## src/rtl/display_pkg.sv

```systemverilog
// rtl/display_pkg.sv - shared types, constants and blanking helper for the scan display
package display_pkg;

   localparam int NUM_DIGITS = 4;
   localparam logic [NUM_DIGITS-1:0] AN_OFF = 4'b1111;

   typedef enum logic {
      S_DEAD  = 1'b0,
      S_DRIVE = 1'b1
   } state_t;

   // Slot k > 0 goes dark when it and every nibble above it are zero; slot 0 always shows.
   function automatic logic [NUM_DIGITS-1:0] blank_mask(
      input logic [4*NUM_DIGITS-1:0] val,
      input logic                    en
   );
      logic [NUM_DIGITS-1:0] m;
      logic                  upper_zero;
      m          = '0;
      upper_zero = 1'b1;
      for (int k = NUM_DIGITS - 1; k >= 1; k--) begin
         upper_zero = upper_zero && (val[4*k +: 4] == 4'd0);
         m[k]       = en && upper_zero;
      end
      return m;
   endfunction

endpackage

```

## src/rtl/scan_prescaler.sv

```systemverilog
// rtl/scan_prescaler.sv - per-slot cycle counter and digit slot counter with wrap strobe
module scan_prescaler
   import display_pkg::*;
#(
   parameter int PRESCALE = 8
) (
   input  logic                          clk,
   input  logic                          rst,
   output logic [$clog2(PRESCALE)-1:0]   cnt,
   output logic [$clog2(NUM_DIGITS)-1:0] slot,
   output logic                          wrap
);

   localparam int CW = $clog2(PRESCALE);
   localparam int SW = $clog2(NUM_DIGITS);

   assign wrap = (cnt == CW'(PRESCALE - 1));

   always_ff @(posedge clk) begin
      if (rst) begin
         cnt  <= '0;
         slot <= '0;
      end else if (wrap) begin
         cnt  <= '0;
         slot <= slot + SW'(1);
      end else begin
         cnt  <= cnt + CW'(1);
      end
   end

endmodule

```

## src/rtl/display_scan_ctrl.sv

```systemverilog
// rtl/display_scan_ctrl.sv - four-digit multiplexed display scanner with double-buffered value
module display_scan_ctrl
   import display_pkg::*;
#(
   parameter int PRESCALE = 8,
   parameter int DEAD     = 2
) (
   input  logic        clk,
   input  logic        rst,
   input  logic        load,
   input  logic [15:0] value,
   input  logic        blank_lz,
   output logic        ready,
   output logic [1:0]  refrescamiento,
   output logic [3:0]  digito,
   output logic [3:0]  an,
   output logic        frame_tick
);

   localparam int     CW          = $clog2(PRESCALE);
   localparam int     SW          = $clog2(NUM_DIGITS);
   localparam state_t RESET_STATE = (DEAD == 0) ? S_DRIVE : S_DEAD;

   logic [CW-1:0] cnt;
   logic [CW-1:0] cnt_nxt;
   logic [SW-1:0] slot;
   logic [SW-1:0] slot_nxt;
   logic          wrap;
   logic          boundary;

   state_t        state;
   state_t        state_nxt;

   logic [15:0]   active;
   logic [15:0]   shadow;
   logic [15:0]   active_nxt;
   logic          pending;

   logic [NUM_DIGITS-1:0] blank_nxt;
   logic [3:0]            an_nxt;
   logic [3:0]            digit_nxt;

   scan_prescaler #(
      .PRESCALE (PRESCALE)
   ) u_prescaler (
      .clk  (clk),
      .rst  (rst),
      .cnt  (cnt),
      .slot (slot),
      .wrap (wrap)
   );

   // Outputs are registered, so everything below is evaluated for the coming cycle.
   assign cnt_nxt    = wrap ? '0 : cnt + CW'(1);
   assign slot_nxt   = wrap ? slot + SW'(1) : slot;
   assign boundary   = wrap && (slot == SW'(NUM_DIGITS - 1));
   assign active_nxt = (boundary && pending) ? shadow : active;

   assign frame_tick     = boundary;
   assign ready          = !pending;
   assign refrescamiento = slot;

   always_ff @(posedge clk) begin
      if (rst) begin
         state <= RESET_STATE;
      end else begin
         state <= state_nxt;
      end
   end

   always_comb begin
      state_nxt = state;
      case (state)
         S_DEAD:  if (cnt_nxt >= CW'(DEAD)) state_nxt = S_DRIVE;
         S_DRIVE: if (wrap && (DEAD != 0)) state_nxt = S_DEAD;
         default: state_nxt = RESET_STATE;
      endcase
   end

   always_comb begin
      blank_nxt = blank_mask(active_nxt, blank_lz);
      digit_nxt = active_nxt[4*slot_nxt +: 4];
      an_nxt    = AN_OFF;
      if ((state_nxt == S_DRIVE) && !blank_nxt[slot_nxt]) begin
         an_nxt = ~(4'b0001 << slot_nxt);
      end
   end

   // The shadow is only freed at a frame boundary, so a capture there waits a full frame.
   always_ff @(posedge clk) begin
      if (rst) begin
         active  <= '0;
         shadow  <= '0;
         pending <= 1'b0;
         digito  <= '0;
         an      <= AN_OFF;
      end else begin
         active <= active_nxt;
         if (boundary && pending) begin
            pending <= 1'b0;
         end else if (load && !pending) begin
            shadow  <= value;
            pending <= 1'b1;
         end
         digito <= digit_nxt;
         an     <= an_nxt;
      end
   end

endmodule

```

## config.mk

```make
export PLATFORM = sky130hd
export DESIGN_NAME = display_scan_ctrl
export DESIGN_NICKNAME = d
export VERILOG_FILES = /design/src/rtl/display_pkg.sv /design/src/rtl/scan_prescaler.sv /design/src/rtl/display_scan_ctrl.sv
export SDC_FILE = /design/constraint.sdc
export NUM_CORES = 1
export LEC_CHECK = 0
export CAP_MARGIN = 25
export CELL_PAD_IN_SITES_DETAIL_PLACEMENT = 0
export CELL_PAD_IN_SITES_GLOBAL_PLACEMENT = 2
export CORE_AREA = 2 2 82 76
export CTS_BUF_LIST = sky130_fd_sc_hd__clkbuf_4 sky130_fd_sc_hd__clkbuf_8 sky130_fd_sc_hd__clkbuf_16
export DETAILED_ROUTE_END_ITERATION = 8
export DIE_AREA = 0 0 84 78
export GPL_TIMING_DRIVEN = 0
export PLACE_DENSITY = 0.86
export SLEW_MARGIN = 10
export SYNTH_ARGS = -nofsm -noshare
export SYNTH_HDL_FRONTEND = slang
export SYNTH_HIERARCHICAL = 1
export SYNTH_SLANG_ARGS = --single-unit
```

## constraint.sdc

```tcl
create_clock -name clk -period 4.1 [get_ports clk]
set_input_delay 0.41 -clock clk [delete_from_list [all_inputs] [get_ports clk]]
set_output_delay 0.41 -clock clk [all_outputs]
set_load 0.02 [all_outputs]
```

Yosys cells after proc, flatten, opt, wreduce, memory -nomap -nowiden
Cells that the tools add are included.
{"block": "word_totals", "word_cells": 45, "input_bits": 20, "ff_bits": 47, "output_inout_bits": 12}
{"block": "op_classes", "eq_ne": 2, "reduce_logical": 17, "mux": 8, "magnitude_cmp": 2, "n_addsub": 2, "n_bitwise": 4, "shifts": 2}
{"operator": "two-way mux 16 bit", "n": 1}
{"operator": "indexed part select 16 x 5 -> 4 bit", "n": 1}
{"operator": "zero test 4 bit", "n": 3}
{"operator": "logical AND 1 bit", "n": 9}
{"operator": "inverter 4 bit", "n": 1}
{"operator": "OR reduction 2 bit", "n": 2}
{"operator": "<< shifter 1 x 2 -> 4 bit (first input constant)", "n": 1}
{"operator": "adder 3 x 1 -> 3 bit (second input constant)", "n": 1}
{"operator": "equality test 3 bit (second input constant)", "n": 1}
{"operator": "greater-or-equal comparator 3 x 2 -> 1 bit (second input constant)", "n": 1}
{"operator": "< comparator 2 x 3 -> 1 bit (second input constant)", "n": 1}
{"operator": "two-way mux 1 bit", "n": 3}
{"operator": "two-way mux 3 bit", "n": 1}
{"operator": "inverter 1 bit", "n": 3}
{"operator": "adder 2 x 1 -> 2 bit (second input constant)", "n": 1}
{"operator": "binary-select mux 1 bit (select 2 bit)", "n": 1}
{"operator": "equality test 2 bit (second input constant)", "n": 1}
{"operator": "zero test 1 bit", "n": 2}
{"operator": "two-way mux 2 bit", "n": 1}
{"operator": "case mux 1 bit (2 select lines)", "n": 1}
{"operator": "AND reduction 2 bit", "n": 1}

Longest topological paths before layout
{"block": "logic_depth", "word_depth": 14, "mapped_depth": 8, "ltp_nobuf": 6}

Hierarchy
Netlist, hierarchy kept.
{"module": "display_scan_ctrl", "cells_each": 187, "area_per_inst_um2": 1701.6, "seq_area_each_um2": 840.8, "n_inst": 1}
{"module": "scan_prescaler", "cells_each": 16, "area_per_inst_um2": 196.4, "seq_area_each_um2": 100.1, "n_inst": 1}

Least setup slack after synthesis
Ideal clock, no wire load.
{"block": "synth_timing", "path_type": "reg2reg", "start": "register u_prescaler.cnt[0]", "end": "register digito[3]", "setup_ns": 0.116, "stages_incl_launch_ff": 8, "arrival_ns": 1.945, "slack_ns": 2.039, "synth_period_minus_slack_ns": 2.061, "required_time_ns": 3.984, "n_path_buf": 1, "path_cell_list": "dfxtp_1 -> ha_1 -> ha_1 -> buf_6 -> mux2_4 -> mux4_2 -> nor3b_1 -> a41o_1"}
{"block": "synth_between", "elab_chain_len": 5, "word_cells_on_any_way": 6, "cone_classes": "eq/ne (1); shift (1); mux (2); reduce/logical (2)"}
{"element": "start, declared", "line_no": "scan_prescaler.sv:9", "rtl": "output logic [$clog2(PRESCALE)-1:0] cnt,"}
{"element": "start signal, assigned", "line_no": "scan_prescaler.sv:27", "rtl": "cnt <= cnt + CW'(1);"}
{"element": "equality test 3 bit (*)", "line_no": "scan_prescaler.sv:17", "rtl": "assign wrap = (cnt == CW'(PRESCALE - 1));"}
{"element": "named net wrap", "line_no": "display_scan_ctrl.sv:28", "rtl": "logic wrap;"}
{"element": "logical AND 1 bit", "line_no": "display_scan_ctrl.sv:56", "rtl": "assign boundary = wrap && (slot == SW'(NUM_DIGITS - 1));"}
{"element": "logical AND 1 bit", "line_no": "display_scan_ctrl.sv:57", "rtl": "assign active_nxt = (boundary && pending) ? shadow : active;"}
{"element": "two-way mux 16 bit", "line_no": "display_scan_ctrl.sv:57"}
{"element": "indexed part select 16 x 5 -> 4 bit (*)", "line_no": "display_scan_ctrl.sv:82", "rtl": "digit_nxt = active_nxt[4*slot_nxt +: 4];"}
{"element": "end signal, assigned", "line_no": "display_scan_ctrl.sv:105", "rtl": "digito <= digit_nxt;"}
{"element": "end, declared", "line_no": "display_scan_ctrl.sv:15", "rtl": "output logic [3:0] digito,"}
Mark *: on every way through the listed nets, which the timed path passes. The rest lies on a longest branch.
A chain may end at the register's enable or synchronous reset.

Worst setup path in the final report
{"block": "layout_timing", "start": "register u_prescaler.cnt[0]", "end": "output port frame_tick"}
{"block": "layout_between", "elab_chain_len": 2}
{"element": "equality test 3 bit", "line_no": "scan_prescaler.sv:17"}
{"element": "named net wrap", "line_no": "display_scan_ctrl.sv:28"}
{"element": "logical AND 1 bit", "line_no": "display_scan_ctrl.sv:56"}
{"element": "end, declared", "line_no": "display_scan_ctrl.sv:17", "rtl": "output logic frame_tick"}
The timed path passes the listed nets, and every way through them passes these cells.

==> impl_results.md <==
- Via count: 1,470
- Initial Util: 33.7%
- Pre-CTS setup slack: 1.92 ns
- Worst reg2reg endpoint: digito[3]
- R2R Setup Slk: 1.91 ns
- PostCTS Resize Cnt: 0
- Routed WL: 3970 um
- WS Path Type: register to output port
- Clk Latency, worst-skew pair: 0.30 ns
- Drt first-iter violations: 41
- Sequential area share after synthesis: 49.6%
- Number of fill cells in the layout: 599
- Clock buffer count from CTS: 5
- Number of core rows: 26
- Setup bufs post-CTS: 0
- WHS Endpoint: shadow[0]
- Initial antenna violation count: 0
- DRC: 0
- Sequential cell area: 941 um^2
- Worst hold stages: 2
- CTS root buffer: clkbuf_8
- GRT Overall Usage: 13.2%
- Dpl hpwl: 2980 um
- Lkg Pwr: 1.02 nW
- Synthesis-stage register bit count: 47
- Fin util: 42.4%
- Placed cell count: 304
- Routability cong.: 0.744
- HP Class: register to register
- Worst VDD drop: 0.173 mV
- FMAX: 420 MHz
- Total gr overflow: 0
- Largest net degree at the start of global routing: 17
- Worst-path fanout max: 7
- Clock transition at path regs: 0.09 ns
- Clk sinks: 47
- Tmin final: 2.38 ns
- WP data required: 3.69 ns
- Final hold viol count: 0
- Syn_area_per_cell: 9.35 um^2
- Die area: 6550 um^2
- RSZ-0062 raised after global routing: false
- DR WL/cell: 12.7 um
- Critical Path AT: 1.97 ns
- Die X: 84 um
- Gate Count Post-Synth: 203
- Core Footprint: 5630 um^2
- Area occupied by multi-input gates: 895 um^2
- # hold bufs at CTS: 0
- Period Utilization, post-route: 58.0%
- Area Overhead vs Synth: 25.8%
- Post-route insts no fill: 312
- TritonCTS clock tree: built
- Ant. Diodes: 0
- Asr flop ratio synth: 0%
- Max clock buf depth: 2
- Setup TNS: 0 ns
- Synth Cell Area: 1900 um^2
- Status: completed
- Setup ws final: 1.72 ns
- PortBufs: 31
- Slew Limit Fails: 0
- CTS H-tree lvls: 2
- I/O pins: 32
- First-pass GRT wire length: 6880 um
- Die H: 78 um
- Library cells used by synthesis: 33
- Clk_skew: 0.00930 ns
- Fin Hold WS: 0.462 ns
- Pwr Density: 349 nW/um^2
- Nets: 266
- Reg-to-reg startpoint: u_prescaler/cnt[0]
- Net Count, Synth: 228
- Pre-Repair DR Iteration Count: 4
- Vias per cell: 4.71
- Layout cell share with drive strength beyond 1: 6.20%
- Vias in the first global route: 1,448
- Detail Route Antenna Nets: 0
- Setup violators final: 0
- Synth warn: 6
- Ys flop type: dfxtp_1
- Max Cap Viol: 0
- Actual slew at the worst max-slew pin: 0.529 ns
- Worst relative slew slack: 64.8%
- Crit. End Element: output port
- Hold Startpoint: shadow[0]
- Cells on worst reg2reg path: 7
- EDFF count, synth: 0
- Crit start category: register
==> report_power, final <==
group	internal [mW]	switching [mW]	leakage (nW)	total, mW
sequential	0.472	0.0109	0.383	0.482
clock	0.122	0.160	0.0485	0.282
combinational	0.0355	0.0340	0.585	0.0696
total	0.629	0.204	1.02	0.834
==> flip-flops by register name, summed over array words and instances, names as in the netlist <==
name	count
an	4
digito	4
u_prescaler/cnt	3
state	1
pending	1
active	16
shadow	16
u_prescaler/slot	2
==> how the worst max path moves through the flow <==
stage	slack (ns)	endpoint	cells past startpoint	from
finish	1.72	frame_tick	5	u_prescaler/cnt[0]
global route	1.61	frame_tick	5	u_prescaler/cnt[0]
CTS	1.70	frame_tick	5	u_prescaler/cnt[0]
detailed placement	1.92	digito[3]	7	u_prescaler/cnt[0]
global placement	1.89	an[1]	8	u_prescaler/cnt[0]
floorplan	2.04	digito[3]	7	u_prescaler/cnt[0]
==> worst max-delay path, cell delays in order, from the launching register on <==
cell,delay (ns)
dfxtp_1,0.37
ha_1,0.18
ha_1,0.23
buf_6,0.17
and2_1,0.13
clkdlybuf4s50_1,0.59
==> area by class of cell <==
| type | instances | area share, % |
|---|---|---|
| buffer | 11 | 2.15 |
| sequential | 47 | 39.4 |
| timing repair buffer | 31 | 13.0 |
| multi-input combinational | 142 | 37.5 |
| clock inverter | 3 | 0.943 |
| clock buffer | 5 | 2.88 |
| tap | 70 | 3.67 |
| inverter | 3 | 0.472 |
==> per-stage QoR <==
| stage | power (mW) | area (um^2) |
|---|---|---|
| floorplan | 0.528 | 1900 |
| global placement | 0.563 | 2300 |
| detailed placement | 0.564 | 2300 |
| finish | 0.834 | 2390 |
| global route | 0.880 | 2390 |
| CTS | 0.848 | 2390 |
==> routing by layer <==
metal  global-route usage (%)  part of all wire (%)  vias to the layer above
met3                     3.19                   3.9                        5
met2                     21.5                    44                       29
met5                        0                     0                        -
met1                     17.2                    51                      666
met4                     4.35                   1.1                        0
li1                         -                     -                      770
==> cell usage in the layout, fill, tap and decap left out, drive strengths merged, types with 2 or more instances in the layout <==
master          n
dfxtp          47
nand2          41
clkdlybuf4s50  31
mux2i          21
nor2           20
a21oi          19
clkbuf         13
nor4            6
ha              5
inv             4
nand3           3
a22o            3
nor3b           3
buf             3
and2            2
nor2b           2
nor3            2
xor2            2
clkinv          2
==> Yosys cell counts (all sizes together) (2+ instances only) <==
library cell,instances,area [um^2]
nor3,2,10.0
nand2,41,154
a22o,3,26.3
mux2i,21,210
nand3,3,15.0
clkbuf,8,30.0
nor2,20,75.1
dfxtp,47,941
and2,2,12.5
xor2,2,36.3
nor2b,2,12.5
inv,3,11.3
ha,5,62.6
nor4,6,37.5
a21oi,19,98.9
nor3b,3,22.5
buf,3,21.3
==> kinds of logic (layout without fill, tap and decap cells) <==
group / after synthesis / after routing / share of synthesized area (%)
DFF: 47 / 47 / 49.6
xor gates and xnor gates: 3 / 3 / 2.37
and+or+nand+nor: 83 / 83 / 19.4
adders and majority gates: 5 / 5 / 3.30
AOI/OAI and AO/OA: 28 / 28 / 9.03
muxes: 23 / 23 / 13.1
buffers and inverters: 14 / 53 / 3.30
(Power assumes the default switching activity.)
==> edit 1, RTL diff (same settings) <==
Make the reset (`rst`) asynchronous in 3 clocked blocks.
--- a/src/rtl/scan_prescaler.sv
+++ b/src/rtl/scan_prescaler.sv
@@ -16,7 +16,7 @@
 
    assign wrap = (cnt == CW'(PRESCALE - 1));
 
-   always_ff @(posedge clk) begin
+   always_ff @(posedge clk or posedge rst) begin
       if (rst) begin
          cnt  <= '0;
          slot <= '0;
--- a/src/rtl/display_scan_ctrl.sv
+++ b/src/rtl/display_scan_ctrl.sv
@@ -60,7 +60,7 @@
    assign ready          = !pending;
    assign refrescamiento = slot;
 
-   always_ff @(posedge clk) begin
+   always_ff @(posedge clk or posedge rst) begin
       if (rst) begin
          state <= RESET_STATE;
       end else begin
@@ -87,7 +87,7 @@
    end
 
    // The shadow is only freed at a frame boundary, so a capture there waits a full frame.
-   always_ff @(posedge clk) begin
+   always_ff @(posedge clk or posedge rst) begin
       if (rst) begin
          active  <= '0;
          shadow  <= '0;
Behaviour: differs if rst is asserted again (counterexample within 4 cycles, from zero or initial values and one cycle with rst high); with rst held inactive, the same outputs for 10 cycles.
==> edit 1 against the unedited design <==
Count of clock-buffer cells in the layout is the same; wire length down 5.2%; fmax up 1.1%; worst setup slack better by 25 ps; sequential cell count did not move; area after synthesis increased by 7.1%; power rose by 19%; synthesized cell count shrank 32%; clock skew up 3.3 ps; sequential power increased by 11%; cell area up 7.5%.
==> edit 1: results (changes against the unedited design) <==
global_route:
  grt_pass1_vias: 1306  # -9.8%
  grtUsageMet3: 0.0394  # +0.00745
  met1_usage: 0.158  # -0.0138
  grt_use_total: 0.126  # -0.00630
  grt_pass1_wl_mm: 6.41  # -6.8%
  grt_max_degree: 42  # +25
  use_met2: 0.201  # -0.0144
layout:
  drive_above_1_share: 0.352  # +0.290
  final_core_util: 0.456  # +0.0320
  final_cells: 249  # -20%
  n_fill_cell: 490  # -18%
synth:
  yosysSeqAreaShare: 0.581  # +0.0852
  synth-main-ff-cell: "dfrtp_1"
  synthDistinctLibCells: 30  # -9.1%
  avgSynthCellArea_um2: 14.6  # +56%
  synthTopCellsByCount: "dfrtp_1, mux2_2, ha_1, nor2_1"
  syn_nets: 164  # -28%
worst_hold_path:
  hp-class: "input port to asynchronous set/reset pin"
setup_path:
  worstPathMaxFanout: 8  # +1
  rr_endpoint: "digito[1]"
  reg2regPathDepth: 8  # +1
  r2r-start: "u_prescaler/cnt[0]"
drt:
  via_count: 1213  # -17%
  drtIter0Drc: 71  # +73%
  drtPass1Iterations: 4  # unchanged
  wl_per_cell_um: 15.1  # +19%
placed_design:
  dp_hpwl_mm: 2.87  # -3.8%
outcome:
  status: "finished, final reports clean"
timing:
  fin_worst_skew_ps: 12.6  # +3.29 ps
  fin_hold_ws_ps: 326  # -136 ps
pwr:
  max-vdd-ir-drop_v: 0.000195  # +13%
  power.leakage_nw: 1.12  # +10%
## edit 1: logic make-up (layout without fill, tap and decap cells)
group,Yosys count,count (layout),synth area share
flip-flops,47,47,0.581
multiplexers,45,45,0.250
AND/OR/NAND/NOR,23,23,0.0702
buffers and inverters,8,48,0.0228
AO/OA/AOI/OAI,7,7,0.0240
adder cells (fa/ha/maj),5,5,0.0308
XOR/XNOR,4,4,0.0209
## edit 1: routing by layer
layer,up-vias,share of wire
li1,576,-
met1,604,0.44
met2,26,0.50
met3,7,0.041
met4,0,0.020
met5,-,0
## edit 1: layout make-up
| cell class | count | share of cell area |
|---|---|---|
| sequential | 47 | 0.460 |
| tap | 70 | 0.0341 |
| timing repair buffer | 32 | 0.129 |
| inverter | 4 | 0.00585 |
| buffer | 4 | 0.0122 |
| clock inverter | 3 | 0.0185 |
| multi-input combinational | 84 | 0.314 |
| clock buffer | 5 | 0.0268 |
## edit 1: worst max path at each step
stage                     slack, ps          to               start
after floorplan                1960   digito[1]  u_prescaler/cnt[0]
after global placement         1800   digito[1]  u_prescaler/cnt[0]
after detailed placement       1800   digito[0]  u_prescaler/cnt[0]
after CTS                      1730  frame_tick  u_prescaler/cnt[0]
after global routing           1660  frame_tick  u_prescaler/cnt[0]
final                          1750  frame_tick  u_prescaler/cnt[0]
## edit 1: power by group through the flow
stage                     Combinational, W  Sequential, W  Clock (W)
after floorplan                  0.0000656       0.000541          0
after global placement            0.000109       0.000542          0
after detailed placement          0.000116       0.000545          0
after CTS                         0.000116       0.000536   0.000355
after global routing              0.000125       0.000542   0.000377
final                             0.000114       0.000535   0.000343
## edit 1: critical path, cell delays in order (launching register included)
cell	delay [ps]
dfrtp_1	410
ha_1	230
ha_1	190
buf_6	140
and2_1	150
clkdlybuf4s50_1	530
==> edit 2, RTL diff (same flow settings) <==
Without the edit above. `PRESCALE` is set to 8 in 2 places; all go to 4.
--- a/src/rtl/scan_prescaler.sv
+++ b/src/rtl/scan_prescaler.sv
@@ -2,7 +2,7 @@
 module scan_prescaler
    import display_pkg::*;
 #(
-   parameter int PRESCALE = 8
+   parameter int PRESCALE = 4
 ) (
    input  logic                          clk,
    input  logic                          rst,
--- a/src/rtl/display_scan_ctrl.sv
+++ b/src/rtl/display_scan_ctrl.sv
@@ -2,7 +2,7 @@
 module display_scan_ctrl
    import display_pkg::*;
 #(
-   parameter int PRESCALE = 8,
+   parameter int PRESCALE = 4,
    parameter int DEAD     = 2
 ) (
    input  logic        clk,
Function: changed (Yosys sat finds a counterexample within 10 cycles, from zero or initial values and one cycle with rst high).
==> edit 2 against the unedited design <==
Critical path depth decreased by 1; clock power shrank 7%; cell count rose by 3.8%; area after synthesis is 3.4% higher; global-route usage is 1.2 points higher; largest cell class is now multi-input combinational cells; wire length increased by 12%; worst setup slack gained 140 ps; sequential cell count shrank 1; power increased by 1.7%; critical path type unchanged; non-clock buffer count increased by 3; critical endpoint unchanged; cell area up 2.1%.
==> edit 2: results (changes against the unedited design) <==
synth:
  async_flop_share: 0  # unchanged
  synth_area_leaders: "dfxtp_1, nand2_1, a21oi_1, mux4_1, mux4_2"
  synthTopCellsByCount: "nand2_1, dfxtp_1, a21oi_1, clkbuf_1, mux4_1"
  synth_xor_area_frac: 0.0230  # -0.000772
  yosysSeqAreaShare: 0.469  # -0.0263
  synth_compound_area_frac: 0.121  # +0.0309
  synthMuxAreaShare: 0.119  # -0.0119
  syn_nets: 239  # +4.8%
  synth.most_common_cell: "nand2_1"
  yosysWarnings: 6  # unchanged
  synth-adder-area-share: 0.0191  # -0.0138
  synthDistinctLibCells: 36  # +9.1%
setup_path:
  worstPathMaxFanout: 7  # unchanged
  arrival_ps: 1830  # -140 ps
clocking:
  path_clk_slew_ps: 80
  post-cts-setup-buffer-count: 0  # unchanged
  cts.htree.levels: 2  # unchanged
  cts_root_buf: "clkbuf_8"
  cts_buffers: 5  # unchanged
  ctsResizeCount: 0  # unchanged
  clockBufferDepth: 2  # unchanged
  worstSkewPairLatency_ps: 300  # about the same
placed_design:
  portBuffers: 31  # unchanged
  dp_hpwl_mm: 3.40  # +14%
  place.gp.congestion: 0.842  # +13%
outcome:
  status: "finished, final reports clean"
timing:
  slew_headroom: 0.647  # about the same
  fin_worst_skew_ps: 5.59  # -3.71 ps
global_route:
  grt_use_total: 0.144  # +0.0124
  grt_pass1_vias: 1438  # -0.69%
  grt_max_degree: 14  # -3
  grt_pass1_wl_mm: 7.36  # +6.9%
  antenna_found_initial: 0  # unchanged
layout:
  drive_above_1_share: 0.0827  # +0.0207
  fin_nets: 277  # +4.1%
  antenna_cells: 0  # unchanged
  top_regs: "active: 16 flops, shadow: 16 flops"
drt:
  wl_mm: 4.46  # +12%
  drtPass1Iterations: 4  # unchanged
  via_count: 1557  # +5.9%
  drtIter0Drc: 103  # +150%
worst_hold_path:
  hp-class: "register to register"
pwr:
  max-vdd-ir-drop_v: 0.000150  # -14%
  power.leakage_nw: 0.874  # -14%
## edit 2: cell types whose count changed after synthesis, sizes merged, moves of 3 or more
cell   unedited run  this run
a21oi            19        37
a22o              3         0
buf               3         7
mux2i            21         1
mux4              1         8
nand2            41        73
nor2             20         3
## edit 2: logic make-up (layout without fill, tap and decap cells)
group,count (synthesis),in the layout
flip-flops,46,46
AND/OR/NAND/NOR,95,95
buffers and inverters,15,53
multiplexers,10,10
XOR/XNOR,3,3
AO/OA/AOI/OAI,44,44
adder cells (fa/ha/maj),3,3
## edit 2: worst paths after layout
check	start	endpoint	slack, ps	cells past startpoint
worst max-delay path	u_prescaler/cnt[0]	frame_tick	1860	4
worst min-delay path	active[2]	active[2]	460	2
worst max register to register	u_prescaler/cnt[0]	digito[1]	2070	7
worst min register to register	active[2]	active[2]	460	2
## edit 2: final cells by class
type                       count  area, um^2
fill                         614        3190
multi-input combinational    155         966
sequential                    46         921
timing repair buffer          31         310
tap                           70        87.6
buffer                        14        71.3
clock buffer                   5        68.8
clock inverter                 2        10.0
inverter                       1        3.75
## edit 2: per-stage QoR
stage	cell area (um^2)	setup WS, ps	total power, W	std cells	utilization
6_report	2440	1860	0.000848	324	0.433
5_1_grt	2440	1740	0.000892	324	0.433
4_1_cts	2440	1850	0.000859	324	0.433
3_5_place_dp	2360	1970	0.000597	317	0.419
3_3_place_gp	2360	1960	0.000597	317	0.419
2_1_floorplan	1960	2150	0.000552	216	-
## edit 2: report_power, final
| group | internal (W) | leakage (nW) | switching (W) | total (W) |
|---|---|---|---|---|
| clock | 0.000115 | 0.0438 | 0.000148 | 0.000263 |
| sequential | 0.000464 | 0.375 | 0.0000163 | 0.000480 |
| combinational | 0.0000555 | 0.455 | 0.0000498 | 0.000105 |
## edit 2: layer usage
| metal | vias up | wire length, um | track usage |
|---|---|---|---|
| li1 | 823 | - | - |
| met1 | 694 | 2330 | 0.206 |
| met2 | 36 | 1890 | 0.218 |
| met3 | 4 | 197 | 0.0404 |
| met4 | 0 | 36 | 0.0339 |
| met5 | - | 0 | 0 |
## edit 2: critical path: stages (launching register included)
cell,delay (ps)
dfxtp_1,390
ha_1,240
buf_6,170
and2_2,140
clkdlybuf4s50_1,590
